## config.mk

```make
export PLATFORM = sky130hd
export DESIGN_NAME = elevator_input_conditioner
export DESIGN_NICKNAME = d
export VERILOG_FILES = /design/src/rtl/elevator_pkg.sv /design/src/rtl/input_debounce.sv /design/src/rtl/elevator_input_conditioner.sv
export SDC_FILE = /design/constraint.sdc
export NUM_CORES = 1
export LEC_CHECK = 0
export BUFFER_PORTS_ARGS = -buffer_cell sky130_fd_sc_hd__buf_2
export CAP_MARGIN = 15
export CORE_MARGIN = 2
export CORE_UTILIZATION = 55
export CTS_CLUSTER_DIAMETER = 80
export CTS_CLUSTER_SIZE = 40
export DETAILED_ROUTE_END_ITERATION = 16
export GPL_ROUTABILITY_DRIVEN = 1
export MAX_ROUTING_LAYER = met4
export PLACE_DENSITY = 0.76
export SYNTH_ARGS = -nofsm -noshare
export SYNTH_HDL_FRONTEND = slang
export SYNTH_HIERARCHICAL = 1
export SYNTH_SLANG_ARGS = --single-unit
```

## constraint.sdc

```tcl
create_clock -name clk -period 11.9 [get_ports clk]
set_input_delay 0 -clock clk [delete_from_list [all_inputs] [get_ports clk]]
set_output_delay 0 -clock clk [all_outputs]
set_load 0.03 [all_outputs]
```

## src/rtl/elevator_pkg.sv

```systemverilog
// elevator_pkg: shared floor-count defaults and auxiliary channel offsets for the elevator input front end
package elevator_pkg;
  localparam int NUM_FLOORS = 8;
  localparam int NUM_AUX = 4;
  // Auxiliary channels sit above the 4*NUM_FLOORS per-floor channels
  localparam int CH_OPEN = 0;
  localparam int CH_CLOSE = 1;
  localparam int CH_OVERWEIGHT = 2;
  localparam int CH_FIRE = 3;
  function automatic int floor_w(input int nf);
    return nf > 1 ? $clog2(nf) : 1;
  endfunction
  localparam int FLOOR_W = floor_w(NUM_FLOORS);
endpackage

```

## src/rtl/input_debounce.sv

```systemverilog
// input_debounce: synchroniser chain plus counter debouncer with a rising-edge flag for one channel
module input_debounce #(
  parameter int SYNC_STAGES = 2,
  parameter int DEBOUNCE_CYCLES = 4
) (
  input  logic clk,
  input  logic rst,
  input  logic din,
  output logic level,
  output logic rise
);
  localparam int CW = DEBOUNCE_CYCLES > 1 ? $clog2(DEBOUNCE_CYCLES) : 1;
  localparam logic [CW-1:0] LAST = CW'(DEBOUNCE_CYCLES - 1);
  logic [SYNC_STAGES-1:0] sync;
  logic [CW-1:0] cnt;
  logic level_d;
  logic s;
  assign s = sync[SYNC_STAGES-1];
  assign rise = level & ~level_d;
  always_ff @(posedge clk) begin
    if (rst) begin
      sync <= '0;
      cnt <= '0;
      level <= 1'b0;
      level_d <= 1'b0;
    end else begin
      sync <= {sync[SYNC_STAGES-2:0], din};
      level_d <= level;
      if (s == level) cnt <= '0;
      else if (cnt == LAST) begin
        level <= s;
        cnt <= '0;
      end else cnt <= cnt + CW'(1);
    end
  end
endmodule

```

## src/rtl/elevator_input_conditioner.sv

```systemverilog
// elevator_input_conditioner: debounces all pins, latches hall/cab requests, pulses door buttons, encodes floor
module elevator_input_conditioner
  import elevator_pkg::*;
#(
  parameter int NUM_FLOORS = elevator_pkg::NUM_FLOORS,
  parameter int SYNC_STAGES = 2,
  parameter int DEBOUNCE_CYCLES = 4
) (
  input  logic                            clk,
  input  logic                            rst,
  input  logic [NUM_FLOORS-1:0]           button_up,
  input  logic [NUM_FLOORS-1:0]           button_down,
  input  logic [NUM_FLOORS-1:0]           button_select_floor,
  input  logic                            button_open,
  input  logic                            button_close,
  input  logic [NUM_FLOORS-1:0]           floor_sensor,
  input  logic                            overweight_alert,
  input  logic                            fire_alert,
  input  logic [NUM_FLOORS-1:0]           clear_up,
  input  logic [NUM_FLOORS-1:0]           clear_down,
  input  logic [NUM_FLOORS-1:0]           clear_cab,
  output logic [NUM_FLOORS-1:0]           up_req,
  output logic [NUM_FLOORS-1:0]           down_req,
  output logic [NUM_FLOORS-1:0]           cab_req,
  output logic                            any_req,
  output logic                            open_pulse,
  output logic                            close_pulse,
  output logic [floor_w(NUM_FLOORS)-1:0]  floor_idx,
  output logic                            floor_valid,
  output logic                            floor_err,
  output logic                            overweight_ff,
  output logic                            fire_ff
);
  localparam int NF = NUM_FLOORS;
  localparam int FW = floor_w(NF);
  localparam int AUX = 4 * NF;
  localparam int NCH = AUX + NUM_AUX;
  localparam logic [NF-1:0] UP_MASK = {1'b0, {(NF-1){1'b1}}};
  localparam logic [NF-1:0] DN_MASK = {{(NF-1){1'b1}}, 1'b0};
  logic [NCH-1:0] raw, level, rise;
  logic [NF-1:0] sensor;
  logic [FW:0] pc;
  logic [FW-1:0] idx;
  logic fire_lvl;
  logic unused;
  assign raw = {fire_alert, overweight_alert, button_close, button_open,
                floor_sensor, button_select_floor, button_down, button_up};
  for (genvar i = 0; i < NCH; i++) begin : g_ch
    input_debounce #(
      .SYNC_STAGES(SYNC_STAGES),
      .DEBOUNCE_CYCLES(DEBOUNCE_CYCLES)
    ) u_db (
      .clk(clk),
      .rst(rst),
      .din(raw[i]),
      .level(level[i]),
      .rise(rise[i])
    );
  end
  assign sensor = level[4*NF-1:3*NF];
  assign fire_lvl = level[AUX+CH_FIRE];
  assign any_req = |{up_req, down_req, cab_req};
  assign unused = ^{level[3*NF-1:0], level[AUX+CH_CLOSE:AUX+CH_OPEN],
                    rise[4*NF-1:3*NF], rise[AUX+CH_FIRE:AUX+CH_OVERWEIGHT]};
  always_comb begin
    pc = '0;
    idx = '0;
    for (int k = 0; k < NF; k++) begin
      if (sensor[k]) begin
        pc = pc + (FW+1)'(1);
        idx = FW'(k);
      end
    end
  end
  // Fire uses the debounced level so requests drop on the same edge fire_ff rises
  always_ff @(posedge clk) begin
    if (rst) begin
      up_req <= '0;
      down_req <= '0;
      cab_req <= '0;
      open_pulse <= 1'b0;
      close_pulse <= 1'b0;
      floor_idx <= '0;
      floor_valid <= 1'b0;
      floor_err <= 1'b0;
      overweight_ff <= 1'b0;
      fire_ff <= 1'b0;
    end else begin
      up_req <= fire_lvl ? '0 : (up_req | rise[NF-1:0]) & ~clear_up & UP_MASK;
      down_req <= fire_lvl ? '0 : (down_req | rise[2*NF-1:NF]) & ~clear_down & DN_MASK;
      cab_req <= fire_lvl ? '0 : (cab_req | rise[3*NF-1:2*NF]) & ~clear_cab;
      open_pulse <= rise[AUX+CH_OPEN];
      close_pulse <= rise[AUX+CH_CLOSE];
      floor_valid <= pc == 1;
      floor_err <= pc > 1;
      floor_idx <= pc == 1 ? idx : floor_idx;
      overweight_ff <= level[AUX+CH_OVERWEIGHT];
      fire_ff <= fire_lvl;
    end
  end
endmodule

```

==> impl_metrics.py <==
metrics = {
    "cts": {
        "clkLatencyLatePin_ps": 480,
        "cts_resized": 0,
        "cts_buffer_depth": 3,
        "cts_tree": "yes",
        "numCtsBuffers": 11,
        "hold_buffers": 56,
        "clock_sinks": 225,
        "htree_levels": 1,
        "post_cts.repair.setup_buffers": 0,
        "clk_pin_slew_ps": 120,
        "root_buffer": "clkbuf_16",
    },
    "detailed_routing": {
        "routed_wirelength_um": 14200,
        "drt_pre_antenna_iters": 4,
        "routedWlPerCell_um": 13.4,
        "viasPerCell": 5.20,
        "drc": 0,
        "num_vias": 5521,
        "drt-initial-drc-count": 254,
        "final_antenna_net_count": 0,
    },
    "cells_and_area": {
        "utilization_pct": 67.3,
        "antenna_cells": 0,
        "area_delta_synth_final_pct": 19.0,
        "drive_above_1_share_pct": 17.6,
        "fillers": 1120,
        "final_cell_count_no_fill": 1061,
        "num-nets-final": 976,
    },
    "worst_setup_path": {
        "arrival_ps": 5690,
        "setup.worst_path.end": "floor_idx[2]",
        "r2r_slack_ps": 6580,
        "r2r_cells": 23,
        "cp-startpoint": "g_ch[25].u_db/level",
        "critical_path_class": "flip-flop to flip-flop",
        "reg2reg_from": "g_ch[25].u_db/level",
        "worst-path-max-fanout": 8,
        "r2r_end": "floor_idx[2]",
        "required_ps": 12270,
        "crit_path_end_kind": "flip-flop",
        "worstSetupStartpointType": "flip-flop",
    },
    "pwr": {
        "p_leak_nw": 3.90,
        "vdd_drop_max_uv": 172,
        "p_per_area_nw_per_um2": 130,
    },
    "placement": {
        "dp.cells": 988,
        "pre_cts_slack_ps": 6650,
        "io_buffers": 89,
        "hpwl_um": 9260,
        "gp_congestion": 0.833,
    },
    "sta": {
        "setup_viol": 0,
        "tightestPinTransition_ps": 982,
        "whs_ps": 47.9,
        "slew-limit-headroom_pct": 34.5,
        "fin_crit_ps": 5320,
        "layout_setup_ws_ps": 6580,
        "maxSlewViolCount": 0,
        "fmax_mhz": 188,
        "finalHoldViolCount": 0,
        "finalCritPeriodShare_pct": 44.7,
        "tns_ps": 0,
        "rsz0062_at_grt": "false",
        "finClkSkew_ps": 17.2,
    },
    "synthesis": {
        "yosysWarnings": 6,
        "synth_cells": 725,
        "syn_area_sq_um": 8280,
        "syn_avg_cell_area_sq_um": 11.4,
    },
    "job": {
        "cap_violations": 0,
    },
    "global_routing": {
        "track_usage_pct": 18.6,
        "grt_pass1_wl_um": 24600,
        "grt_pass1_vias": 5615,
        "antenna_found_initial": 0,
        "grt_max_degree": 114,
        "grt-ovfl-total": 0,
    },
    "floorplanning": {
        "start_util_pct": 56.5,
        "dieArea_sq_um": 16000,
        "placementRows": 44,
        "core-area_sq_um": 14600,
        "die_x_um": 127,
        "die_height_um": 127,
        "ioPinCount": 96,
    },
    "min_path": {
        "min_path_type": "input port to flip-flop",
    },
    "outcome": {
        "status": "complete, no violations",
    },
}
## layer usage
metal,GRT usage [%],routed length (um),share of wire [%],up-vias
met1,21.2,6090,43,2636
met5,-,0,0,-
met3,2.49,373,2.6,17
met4,5.11,282,2.0,0
li1,-,-,-,2793
met2,34.5,7470,53,75
## metrics by stage
stage,cell area [sq um],power (mW)
floorplan,8280,0.809
global placement,8910,0.829
detailed placement,8910,0.833
CTS,9850,1.30
global route,9850,1.33
finish,9850,1.28
## worst min-delay path by stage
| stage | slack [ps] | to | start | depth (start not counted) |
|---|---|---|---|---|
| 3_3_place_gp | 160 | up_req[0] | clear_up[0] | 2 |
| 4_1_cts | 60 | g_ch[5].u_db/level | rst | 2 |
| 3_5_place_dp | 170 | cab_req[6] | clear_cab[6] | 2 |
| 2_1_floorplan | 70 | g_ch[0].u_db/level_d | rst | 1 |
| 5_1_grt | 90 | g_ch[9].u_db/sync[0] | rst | 2 |
| 6_report | 50 | g_ch[9].u_db/level | rst | 2 |
## final cells by class
class	count	area [sq um]	area share (%)
inverters	6	22.5	0.229
multi-input cells	483	3700	37.5
repair buffers	146	1020	10.4
flip-flops and latches	225	4500	45.7
clock buffers	11	275	2.79
well taps	184	230	2.34
clock inverters	6	103	1.04
## layout by cell type (no fill, tap or decap), types with 20 or more instances in the layout
cell type      instances
dfxtp_1              225
nor2b_1              122
buf_2                 88
nor2_1                64
dlygate4sd3_1         56
xnor2_1               43
ha_1                  41
nor4_1                40
mux2i_1               35
nor4b_2               34
nor3_1                28
nand2_1               20
## worst max-delay path, stage by stage, from the launching register on
cell      delay (ps)
dfxtp_1          440
inv_1             70
ha_1             550
xor2_4           300
ha_1             330
nand2_1          130
o21ai_0          130
ha_1             320
nand2_1          150
o21ai_0          100
or2_2            310
ha_1             290
nor2b_1          140
o21ba_2          170
ha_1             270
nand2_1           40
o21ai_0          100
o21a_1           240
ha_1             260
nor2b_1          180
nand2_1           70
o21ai_1          240
a21oi_1          110
a311oi_1         270
## power breakdown
part	internal, mW	switching (mW)	total, mW
Sequential	0.767	0.00602	0.773
Combinational	0.0309	0.0251	0.0560
Clock	0.189	0.259	0.448
## flip-flops by register name, summed over array words and instances (netlist names), 3 cells and up
signal and cells:
g_ch.u_db/sync 68, g_ch.u_db/level 34, floor_idx 3, g_ch.u_db/level_d 24
down_req 7, cab_req 8, g_ch.u_db/cnt 68, up_req 7
Note: power is estimated with default switching activity, not from simulation.
